--- src/rtl/id_ex_pipeline_reg.sv ---
// ID/EX pipeline register: decoded control, operands, immediate and specifiers from ID, presented to EX one cycle later.
// Optional bubble counter output Bubble_Count_EX is compiled in when ID_EX_BUBBLE_CNT_EN is defined.
module id_ex_pipeline_reg #(
  parameter int DATA_W = 32,
  parameter int REG_W  = 5
) (
  input  logic              Clk,
  input  logic              Reset,
  input  logic              Stall_ID_EX,
  input  logic              Flush_ID_EX,
  input  logic              Valid_ID,
  input  logic              RegWrite_ID,
  input  logic              MemtoReg_ID,
  input  logic              MemRead_ID,
  input  logic              MemWrite_ID,
  input  logic              Branch_ID,
  input  logic              RegDst_ID,
  input  logic              ALUSrc_ID,
  input  logic [1:0]        ALUOp_ID,
  input  logic [DATA_W-1:0] PC_Plus_4_ID,
  input  logic [DATA_W-1:0] Read_Data_1_ID,
  input  logic [DATA_W-1:0] Read_Data_2_ID,
  input  logic [DATA_W-1:0] Sign_Extend_Instruction_ID,
  input  logic [REG_W-1:0]  Rs_ID,
  input  logic [REG_W-1:0]  Rt_ID,
  input  logic [REG_W-1:0]  Rd_ID,
  output logic              Valid_EX,
  output logic              RegWrite_EX,
  output logic              MemtoReg_EX,
  output logic              MemRead_EX,
  output logic              MemWrite_EX,
  output logic              Branch_EX,
  output logic              RegDst_EX,
  output logic              ALUSrc_EX,
  output logic [1:0]        ALUOp_EX,
  output logic [DATA_W-1:0] PC_Plus_4_EX,
  output logic [DATA_W-1:0] Read_Data_1_EX,
  output logic [DATA_W-1:0] Read_Data_2_EX,
  output logic [DATA_W-1:0] Sign_Extend_Instruction_EX,
  output logic [REG_W-1:0]  Rs_EX,
  output logic [REG_W-1:0]  Rt_EX,
`ifdef ID_EX_BUBBLE_CNT_EN
  output logic [REG_W-1:0]  Rd_EX,
  output logic [31:0]       Bubble_Count_EX
`else
  output logic [REG_W-1:0]  Rd_EX
`endif
);

  // Controls are gated by Valid_ID so an invalid slot can never write state downstream.
  always_ff @(posedge Clk) begin
    if (Reset || Flush_ID_EX) begin
      Valid_EX                   <= 1'b0;
      RegWrite_EX                <= 1'b0;
      MemtoReg_EX                <= 1'b0;
      MemRead_EX                 <= 1'b0;
      MemWrite_EX                <= 1'b0;
      Branch_EX                  <= 1'b0;
      RegDst_EX                  <= 1'b0;
      ALUSrc_EX                  <= 1'b0;
      ALUOp_EX                   <= 2'b00;
      PC_Plus_4_EX               <= '0;
      Read_Data_1_EX             <= '0;
      Read_Data_2_EX             <= '0;
      Sign_Extend_Instruction_EX <= '0;
      Rs_EX                      <= '0;
      Rt_EX                      <= '0;
      Rd_EX                      <= '0;
    end else if (!Stall_ID_EX) begin
      Valid_EX                   <= Valid_ID;
      RegWrite_EX                <= Valid_ID & RegWrite_ID;
      MemtoReg_EX                <= Valid_ID & MemtoReg_ID;
      MemRead_EX                 <= Valid_ID & MemRead_ID;
      MemWrite_EX                <= Valid_ID & MemWrite_ID;
      Branch_EX                  <= Valid_ID & Branch_ID;
      RegDst_EX                  <= Valid_ID & RegDst_ID;
      ALUSrc_EX                  <= Valid_ID & ALUSrc_ID;
      ALUOp_EX                   <= Valid_ID ? ALUOp_ID : 2'b00;
      PC_Plus_4_EX               <= PC_Plus_4_ID;
      Read_Data_1_EX             <= Read_Data_1_ID;
      Read_Data_2_EX             <= Read_Data_2_ID;
      Sign_Extend_Instruction_EX <= Sign_Extend_Instruction_ID;
      Rs_EX                      <= Rs_ID;
      Rt_EX                      <= Rt_ID;
      Rd_EX                      <= Rd_ID;
    end
  end

`ifdef ID_EX_BUBBLE_CNT_EN
  logic [31:0] bubble_cnt;
  logic        bubble_in;

  // A bubble enters EX on a flush, or on a non-stalled load of an empty ID slot.
  assign bubble_in = Flush_ID_EX || (!Stall_ID_EX && !Valid_ID);

  always_ff @(posedge Clk) begin
    if (Reset) begin
      bubble_cnt <= '0;
    end else if (bubble_in && (bubble_cnt != 32'hFFFF_FFFF)) begin
      bubble_cnt <= bubble_cnt + 32'd1;
    end
  end

  assign Bubble_Count_EX = bubble_cnt;
`endif

endmodule

--- config.mk ---
export PLATFORM = sky130hd
export DESIGN_NAME = id_ex_pipeline_reg
export DESIGN_NICKNAME = d
export VERILOG_FILES = /design/src/rtl/id_ex_pipeline_reg.sv
export SDC_FILE = /design/constraint.sdc
export NUM_CORES = 1
export LEC_CHECK = 0
export ABC_AREA = 1
export BUFFER_PORTS_ARGS = -buffer_cell sky130_fd_sc_hd__buf_4
export CORE_MARGIN = 2
export CORE_UTILIZATION = 40
export CTS_BUF_LIST = sky130_fd_sc_hd__clkbuf_16
export CTS_CLUSTER_DIAMETER = 50
export DETAILED_ROUTE_END_ITERATION = 12
export GPL_TIMING_DRIVEN = 0
export PLACE_DENSITY = 0.77
export SYNTH_ARGS = -nofsm -noshare
export SYNTH_HDL_FRONTEND = slang
export SYNTH_SLANG_ARGS = --single-unit
--- constraint.sdc ---
create_clock -name Clk -period 2 [get_ports Clk]
set_input_delay 0.2 -clock Clk [delete_from_list [all_inputs] [get_ports Clk]]
set_output_delay 0.2 -clock Clk [all_outputs]
set_load 0.02 [all_outputs]
* Word level (Yosys, flattened, before mapping)
Index checks and enable logic that the tools add are counted.
** Storage, ports and cells
- Register bits after elaboration :: 153
- Bits of input ports :: 157
- Output and inout bits :: 153
** Cells by class
- Multiplexer cells :: 1
- Bitwise operators :: 7
- Reductions and logical operators :: 1
** Operators by type and width (number)
- $and A1 B1 Y1 :: 7
- $mux W2 :: 1
- $logic_or A1 B1 Y1 :: 1

* Longest topological paths before layout
Gate-level depths: netlist of run 1.
- Depth in word-level cells :: 1
- Gate-level depth with buffers :: 6
- Gate-level depth less buffers :: 3

* Least setup slack after synthesis of run 1
No wires, ideal clock.
- Kind :: input to register
- Start :: input port Flush_ID_EX
- End :: register PC_Plus_4_EX[0]
- Setup time :: 66 ps
- Arrival :: 910 ps
- Required time :: 1934 ps
- Setup slack :: 1024 ps
- Stages :: 5
- Path buffers :: 3
- Cells stage by stage :: or2_1 buf_6 buf_6 buf_6 a21oi_2
** On the way
- Word-level cells in the longest chain between the ends :: 1
** Ends and longest elaborated chain
- start, declared :: RTL line 10 : input logic Flush_ID_EX,
- $logic_or A1 B1 Y1 :: RTL line 52 : if (Reset || Flush_ID_EX) begin
- end signal, assigned :: RTL line 79 : PC_Plus_4_EX <= PC_Plus_4_ID;
- end, declared :: RTL line 36 : output logic [DATA_W-1:0] PC_Plus_4_EX,
No other way between the ends.
A chain may end at the register's enable or synchronous reset.

* Worst setup path after layout of run 1
- Start :: register Sign_Extend_Instruction_EX[5]
- End :: output port Sign_Extend_Instruction_EX[5]
** RTL lines
- start, declared :: RTL line 39 : output logic [DATA_W-1:0] Sign_Extend_Instruction_EX,
- start signal, assigned :: RTL line 82 : Sign_Extend_Instruction_EX <= Sign_Extend_Instruction_ID;
No word-level cell between the ends.

==> impl_metrics.yaml, run 1 <==
outcome:
  status: "finished, final reports clean"
critical_path:
  rrSetupSlack_ns: 1.31
  critPathTopFamily: "flip-flops"
  critPathMaxFanout: 2
  start_kind: "flop"
  slowest_delay_ns: 0.37
  rr_worst_depth: 2
  crit_end: "Sign_Extend_Instruction_EX[5]"
  crit_arrival_ns: 0.95
  critical_path_buf_inv_count: 1
  cp_data_required_time_ns: 1.80
  cp-startpoint: "Sign_Extend_Instruction_EX[5]$_SDFFE_PP0N_"
  path_depth: 1
  r2r-start: "Sign_Extend_Instruction_EX[5]$_SDFFE_PP0N_"
  slowest_stage: "dfxtp_1"
  cp-end-kind: "primary output"
  cp_cell_sequence: "buf_4"
  timing.rr.end: "Sign_Extend_Instruction_EX[5]$_SDFFE_PP0N_"
  crit_type: "reg -> out"
place:
  postPlaceCellArea_mm2: 0.00813
  routabilityCongestion: 0.810
  numPortBuffers: 307
  dp_hpwl_mm: 13.0
clock_network:
  htreeDepth: 4
  clk_path_buf_depth: 2
  cts_made_buffers: 17
  hold_buffers: 0
  ctsResizeCount: 0
  clkTransAtPathRegs_ns: 0.06
  cts_sinks: 153
  root_buffer: "clkbuf_16"
  clk_latency_ns: 0.41
  cts_setup_buffers: 0
  cts_tree: "yes"
power:
  p_sw_share_pct: 23.5
  irDropWorstVdd_v: 0.000513
  power.share.sequential_pct: 42.3
  power.density_mw_per_mm2: 861
  power.internal_mw: 5.77
  clkPwrFrac_pct: 45.6
  power_switching_mw: 1.77
  cellLeakagePower_nw: 3.88
  comb_power_share_pct: 12.1
final_layout:
  drive_gt1_share_pct: 43.8
  seqCellArea_mm2: 0.00306
  final_area_mm2: 0.00876
  diodes: 0
  multi_input_area_mm2: 0.00219
  syn2layout_area_growth_pct: 56.4
  fin_nets: 1148
  fillers: 1217
die:
  rows: 43
  die_w_um: 122
  die-area_mm2: 0.0150
  initial_core_util_pct: 40.7
  fp.dieH_um: 122
  core_mm2: 0.0138
  io_pins: 310
flow_run:
  maxCapViolations: 0
timing:
  finalSetupTns_ns: 0
  relSlewSlack_pct: 66.1
  min_period_ns: 1.15
  hold_viol: 0
  rsz0062_at_grt: "no"
  fin_skew_ns: 0
  finalMaxSlewViolations: 0
  post-route-period-util_pct: 57.7
  max_freq_ghz: 0.866
  setup_viol: 0
  worst_pin_slew_ns: 0.509
synthesis:
  synth-edff-count: 0
  syn-instance-count: 665
  synthTopCellsByCount: "nand2_1 (297), dfxtp_1 (153), a21oi_1 (83)"
  yosysTopAreaCell: "dfxtp_1"
  netlist_area_mm2: 0.00560
  synth_top_flop_cell: "dfxtp_1"
  yosysMostFrequentCell: "nand2_1"
  ys_async_sr_fraction_pct: 0
  synth_seq_cells: 153
  synth_warnings: 0
  ys_types: 12
  synthTopCellsByArea: "dfxtp_1 (55%), nand2_1 (20%), a21oi_2 (11%), a21oi_1 (7.4%), buf_6 (3.2%)"
  syn_area_per_cell_um2: 8.43
  yosysTopAreaCellShare_pct: 54.7
  ys_seq_area_share_pct: 54.7
  syn-num-nets: 822
routing:
  wirelength_mm: 17.3
  dr.first_iter.drc_count: 223
  dr.pass1.iters: 4
  drc: 0
  routed_via_density: 4.70
  wl_per_cell_um: 14.6
  ant_nets: 0
  num_vias: 5569
global_route:
  first_global_vias: 5439
  grt_first_pass_wirelength_mm: 26.5
  antenna_found_initial: 0
  grt.overflow.total: 0
  grt_max_degree: 17
  grt_usage_pct: 23.0
min_path:
  holdCritPathClass: "in -> reg"
[area by class of cell]
cell class	instances	share of cell area, %
clock buffer	17	4.85
clock inverter	15	2.34
timing repair buffer	307	26.3
inverter	1	0.0571
sequential	153	34.9
buffer	51	3.90
multi-input combinational	460	25.0
tap	180	2.57
[kinds of logic (layout without fill, tap and decap cells)]
kind of cell	Yosys count	in the layout	synth area share, %
AOI/OAI and AO/OA	153	153	18.4
DFF	153	153	54.7
and+or+nand+nor	307	307	20.8
buffers and inverters	52	391	6.18
[flip-flops by register name (all words and copies together) (netlist names), 2 cells and up]
signal                      count
Rt_EX                           5
ALUOp_EX                        2
Read_Data_2_EX                 32
Read_Data_1_EX                 32
PC_Plus_4_EX                   32
Rd_EX                           5
Sign_Extend_Instruction_EX     32
Rs_EX                           5
[worst min path at each step]
stage | startpoint | to | slack [ns] | cells after the start
4_1_cts | Sign_Extend_Instruction_ID[24] | Sign_Extend_Instruction_EX[24]$_SDFFE_PP0N_ | 0.02 | 3
2_1_floorplan | Rs_ID[4] | Rs_EX[4]$_SDFFE_PP0N_ | 0.34 | 2
5_1_grt | Sign_Extend_Instruction_ID[13] | Sign_Extend_Instruction_EX[13]$_SDFFE_PP0N_ | 0.02 | 3
3_3_place_gp | Rd_EX[4]$_SDFFE_PP0N_ | Rd_EX[4]$_SDFFE_PP0N_ | 0.45 | 2
3_5_place_dp | PC_Plus_4_EX[25]$_SDFFE_PP0N_ | PC_Plus_4_EX[25]$_SDFFE_PP0N_ | 0.46 | 2
6_report | Sign_Extend_Instruction_ID[15] | Sign_Extend_Instruction_EX[15]$_SDFFE_PP0N_ | 0.03 | 3
[cell usage in the layout, fill, tap and decap left out, drive strengths merged]
cell type and count:
buf 342, nand2 297, dfxtp 153, a21oi 153, clkbuf 33, nand3 9
clkinv 7, bufinv 5, inv 3, or2 1, clkinvlp 1
[metrics by stage]
step / std cells / power, mW / setup WS, ns / hold WS, ns / util (%)
6_report: 1184 / 7.55 / 0.846 / 0.0348 / 63.6
5_1_grt: 1184 / 7.80 / 0.819 / 0.0218 / 63.6
4_1_cts: 1184 / 7.60 / 0.831 / 0.0171 / 63.6
3_5_place_dp: 1152 / 4.17 / 0.766 / 0.456 / 59.1
3_3_place_gp: 1152 / 4.17 / 0.768 / 0.445 / 59.1
2_1_floorplan: 665 / 3.70 / 1.02 / 0.344 / -
[routing by layer]
metal,wire [um],global-route usage (%)
met1,6530,24.3
met5,0,0
met3,1890,9.67
met4,447,9.99
met2,8410,39.9
[power groups by stage]
stage / sequential (mW) / combinational [mW] / clock [mW]
3_3_place_gp: 3.26 / 0.910 / 0
4_1_cts: 3.19 / 0.917 / 3.49
3_5_place_dp: 3.26 / 0.914 / 0
2_1_floorplan: 3.37 / 0.325 / 0
6_report: 3.19 / 0.910 / 3.44
5_1_grt: 3.20 / 0.987 / 3.61
(Power assumes the default switching activity.)
==> run 2: changes to the inputs <==
==> constraint.sdc (replaced) <==
create_clock -name Clk -period 1.1 [get_ports Clk]
set_input_delay 0.11 -clock Clk [delete_from_list [all_inputs] [get_ports Clk]]
set_output_delay 0.11 -clock Clk [all_outputs]
set_load 0.02 [all_outputs]
==> impl_metrics.yaml, run 2 (synthesis gave the netlist of run 1 again) <==
critical_path:
  crit_arrival_ns: 0.96
  cp_cell_sequence: "buf_4"
  slowest_stage: "dfxtp_1"
  critical_path_buf_inv_count: 1
  critPathTopFamily: "flip-flops"
  rr_worst_depth: 2
  cp_data_required_time_ns: 0.99
  crit_type: "reg -> out"
  cp-end-kind: "primary output"
  path_depth: 1
  start_kind: "flop"
  critPathMaxFanout: 2
  slowest_delay_ns: 0.37
timing:
  fin_skew_ns: 0
  whs_ns: 0.166
  max_freq_ghz: 0.938
  setup_viol: 0
  hold_viol: 0
  worst_pin_slew_ns: 0.549
  finalMaxSlewViolations: 0
  worst_slack_ns: 0.0340
  rsz0062_at_grt: "no"
  relSlewSlack_pct: 63.4
  finalSetupTns_ns: 0
  min_period_ns: 1.07
  post-route-period-util_pct: 96.9
final_layout:
  final_area_mm2: 0.0103
  fin_nets: 1300
  final_common_cell: "buf_4"
  diodes: 0
  layout.cells.non_filler: 1336
  syn2layout_area_growth_pct: 83.6
  layout_common_cells: "buf_4 (310), nand2_1 (297), dlygate4sd3_1 (152), dfxtp_1 (151), a21oi_1 (83)"
  drive_gt1_share_pct: 38.2
routing:
  routed_via_density: 4.91
  dr.pass1.iters: 5
  num_vias: 6558
  wl_per_cell_um: 16.4
  dr.first_iter.drc_count: 278
  wirelength_mm: 21.9
  ant_nets: 0
  drc: 0
global_route:
  first_global_vias: 6706
  antenna_found_initial: 0
  use_met1_pct: 28.6
  use_met2_pct: 51.4
  grt_max_degree: 17
  grt_use_met3_pct: 9.39
  grt.overflow.total: 0
  grt_first_pass_wirelength_mm: 33.0
  grt-busiest-layer: "met2"
  grt_usage_pct: 28.6
place:
  routabilityCongestion: 0.810
  postPlaceCellArea_mm2: 0.00813
  numPortBuffers: 307
  dpl.cell_count: 1152
  dp_hpwl_mm: 13.0
  pre_cts_ws_ns: -0.0438
clock_network:
  clk_latency_ns: 0.41
  root_buffer: "clkbuf_16"
  cts_setup_buffers: 0
  cts_tree: "yes"
  clkTransAtPathRegs_ns: 0.06
  htreeDepth: 4
  cts_sinks: 153
  cts_made_buffers: 17
  clk_path_buf_depth: 2
flow_run:
  maxCapViolations: 0
die:
  rows: 43
  initial_core_util_pct: 40.7
  io_pins: 310
  core_mm2: 0.0138
  fp.dieH_um: 122
  die_w_um: 122
  die-area_mm2: 0.0150
outcome:
  status: "finished, final reports clean"
min_path:
  holdCritPathClass: "in -> reg"
  hold_depth: 3
power:
  irDropWorstVdd_v: 0.00101
  power.density_mw_per_mm2: 1390
  cellLeakagePower_nw: 4.52
==> run 2: cell types whose count changed in the layout (fill, tap and decap cells not counted) <==
cell,previous run,this run
dlygate4sd3_1,0,152
dfxtp_1,153,151
dfxtp_2,0,2
==> run 2: layer usage <==
layer  wire length, um  share of wire (%)
met4              1050                4.8
met5                 0                  0
met3              1900                8.7
met1              8010                 37
met2             10900                 50
==> run 2: worst paths after layout <==
kind                                       start                     to  slack, ns
setup reg to reg           Rd_EX[2]$_SDFFE_PP0N_  Rd_EX[2]$_SDFFE_PP0N_       0.30
setup / recovery  Read_Data_2_EX[3]$_SDFFE_PP0N_      Read_Data_2_EX[3]       0.03
hold / removal                          Valid_ID  Valid_EX$_SDFFE_PP0N_       0.17
hold reg to reg            Rd_EX[4]$_SDFFE_PP0N_  Rd_EX[4]$_SDFFE_PP0N_       0.46
==> run 2: timing repair <==
item / CTS / global route
endpoints found under the setup margin: 0 / 2
gates resized for setup: 0 / 2
hold buffers: 152 / 0
hold endpoints to repair: 152 / 0
==> run 2: cell type report <==
class | count | area [um^2]
buffer | 51 | 342
multi-input combinational | 460 | 2190
fill | 866 | 3480
inverter | 1 | 5.00
sequential | 153 | 3070
clock buffer | 17 | 425
tap | 180 | 225
clock inverter | 15 | 205
timing repair buffer | 459 | 3830
==> run 2: power by group <==
part           switching, mW  internal, mW  total, mW  leakage (nW)
Sequential             0.102          5.72       5.82          1.25
Clock                   2.29          3.99       6.29         0.311
Combinational           1.03          1.15       2.17          2.96
Total                   3.42          10.9       14.3          4.52
==> run 2: per-stage QoR <==
stage / util, % / total power, mW
after floorplan: - / 6.72
after global placement: 59.1 / 7.57
after detailed placement: 59.1 / 7.59
after CTS: 74.7 / 14.3
after global routing: 74.7 / 14.7
final: 74.7 / 14.3
==> run 3: changes to the inputs <==
--- a/config.mk
+++ b/config.mk
@@ -7,13 +7,15 @@
 export LEC_CHECK = 0
 export ABC_AREA = 1
 export BUFFER_PORTS_ARGS = -buffer_cell sky130_fd_sc_hd__buf_4
+export CELL_PAD_IN_SITES_DETAIL_PLACEMENT = 2
+export CELL_PAD_IN_SITES_GLOBAL_PLACEMENT = 2
 export CORE_MARGIN = 2
-export CORE_UTILIZATION = 40
+export CORE_UTILIZATION = 23
 export CTS_BUF_LIST = sky130_fd_sc_hd__clkbuf_16
 export CTS_CLUSTER_DIAMETER = 50
 export DETAILED_ROUTE_END_ITERATION = 12
 export GPL_TIMING_DRIVEN = 0
-export PLACE_DENSITY = 0.77
+export PLACE_DENSITY_LB_ADDON = 0.1
 export SYNTH_ARGS = -nofsm -noshare
 export SYNTH_HDL_FRONTEND = slang
 export SYNTH_SLANG_ARGS = --single-unit
==> impl_metrics.yaml, run 3 (synthesis gave the netlist of run 1 again) <==
global_route:
  grt.overflow.total: 0
  use_met1_pct: 22.1
  grt_first_pass_wirelength_mm: 38.4
  grt_use_met3_pct: 6.81
  use_met2_pct: 32.7
  grt-busiest-layer: "met2"
  grt_max_degree: 17
  grt_usage_pct: 18.8
  first_global_vias: 7068
  antenna_found_initial: 0
timing:
  relSlewSlack_pct: 64.5
  fin_skew_ns: 0
  max_freq_ghz: 0.958
  min_period_ns: 1.04
  setup_viol: 0
  hold_viol: 0
  post-route-period-util_pct: 94.9
  worst_pin_slew_ns: 0.533
  finalMaxSlewViolations: 0
  rsz0062_at_grt: "no"
final_layout:
  drive_gt1_share_pct: 38.2
  final_util_pct: 43.2
  fin_nets: 1300
  syn2layout_area_growth_pct: 85.8
  fillers: 2736
  multi_input_area_mm2: 0.00219
  final_common_cell: "buf_4"
  layout_common_cells: "buf_4 (310), nand2_1 (297), dfxtp_1 (152), dlygate4sd3_1 (152), a21oi_1 (83)"
  diodes: 0
  layout.cells.non_filler: 1480
  seqCellArea_mm2: 0.00306
routing:
  dr.pass1.iters: 4
  drc: 0
  wirelength_mm: 24.5
  num_vias: 6324
  routed_via_density: 4.27
  wl_per_cell_um: 16.5
  ant_nets: 0
  dr.first_iter.drc_count: 199
clock_network:
  cts_sinks: 153
  root_buffer: "clkbuf_16"
  cts_made_buffers: 17
  clkTransAtPathRegs_ns: 0.07
  cts_setup_buffers: 0
  clk_latency_ns: 0.42
  htreeDepth: 4
  cts_tree: "yes"
  clk_path_buf_depth: 2
critical_path:
  slowest_delay_ns: 0.36
  cp-startpoint: "Read_Data_2_EX[30]$_SDFFE_PP0N_"
  rr_worst_depth: 2
  cp_cell_sequence: "buf_4"
  rrSetupSlack_ns: 0.41
  critical_path_buf_inv_count: 1
  timing.rr.end: "Rs_EX[0]$_SDFFE_PP0N_"
  crit_arrival_ns: 0.93
  cp-end-kind: "primary output"
  crit_type: "reg -> out"
  cp_data_required_time_ns: 0.99
  slowest_stage: "dfxtp_1"
  critPathTopFamily: "flip-flops"
  r2r-start: "Rs_EX[0]$_SDFFE_PP0N_"
  critPathMaxFanout: 2
  start_kind: "flop"
min_path:
  holdCritPathClass: "in -> reg"
  holdPathEnd: "Valid_EX$_SDFFE_PP0N_"
  hold_depth: 3
  min_from: "Valid_ID"
power:
  irDropWorstVdd_v: 0.000869
  cellLeakagePower_nw: 4.47
  power.density_mw_per_mm2: 1330
place:
  routabilityCongestion: 0.697
  numPortBuffers: 307
  dpl.cell_count: 1296
  dp_hpwl_mm: 16.2
flow_run:
  maxCapViolations: 0
die:
  fp.dieH_um: 160
  rows: 57
  die_w_um: 160
  initial_core_util_pct: 23.2
  core_mm2: 0.0241
  io_pins: 310
  die-area_mm2: 0.0256
outcome:
  status: "finished, final reports clean"
run 3: changes by cell type in the layout (fill, tap and decap cells not counted), sizes merged:
cell,change
inv,+3
bufinv,-3
clkinv,-5
clkinvlp,+5
run 3: final cells by class:
| type | count | area share (%) |
|---|---|---|
| tap | 324 | 3.89 |
| clock buffer | 17 | 4.09 |
| buffer | 51 | 3.28 |
| timing repair buffer | 459 | 36.7 |
| inverter | 1 | 0.0481 |
| multi-input combinational | 460 | 21.1 |
| sequential | 153 | 29.4 |
| clock inverter | 15 | 1.45 |
run 3: report_power, final:
part           internal (mW)  switching [mW]  total [mW]  leakage [nW]
sequential              5.71          0.0945        5.81          1.25
clock                   3.35            2.53        5.87         0.269
combinational           1.14            1.03        2.17          2.96
total                   10.2            3.65        13.9          4.47
run 3: routing by layer:
metal	vias up	routed length, um
met5	-	0
met4	0	294
met3	20	1800
met2	203	12100
met1	3007	10300
li1	3094	-
run 3: worst reg2reg max path, delay by kind of cell, from the launching register on:
kind,cells,cell delay (ns)
flip-flops,1,0.35
AO/OA/AOI/OAI,1,0.19
AND/OR/NAND/NOR,1,0.08
run 3: through the flow:
step / power [mW] / setup slack [ns] / hold WS, ns / TNS (ns) / cell area (um^2)
floorplan: 6.72 / 0.214 / 0.254 / 0 / 5600
finish: 13.9 / 0.0561 / 0.170 / 0 / 10400
global placement: 7.63 / -0.117 / 0.363 / -7.77 / 8310
global route: 14.5 / 0.00388 / 0.208 / 0 / 10400
CTS: 14.1 / 0.0315 / 0.147 / 0 / 10400
detailed placement: 7.65 / -0.157 / 0.373 / -10.71 / 8310
run 3: worst max path at each step:
stage | endpoint | cells after the start | slack, ns
floorplan | PC_Plus_4_EX[0]$_SDFFE_PP0N_ | 5 | 0.21
global placement | Read_Data_1_EX[14]$_SDFFE_PP0N_ | 6 | -0.12
detailed placement | Read_Data_2_EX[20]$_SDFFE_PP0N_ | 6 | -0.16
CTS | Read_Data_1_EX[31] | 1 | 0.03
global route | Sign_Extend_Instruction_EX[3] | 1 | 0.004
finish | Read_Data_2_EX[30] | 1 | 0.06
run 3: repair_timing:
| action | in CTS | in global routing |
|---|---|---|
| hold buffers | 152 | 0 |
| endpoints found under the hold margin | 152 | 0 |
| resized for setup | 0 | 1 |
| setup endpoints to repair | 0 | 1 |
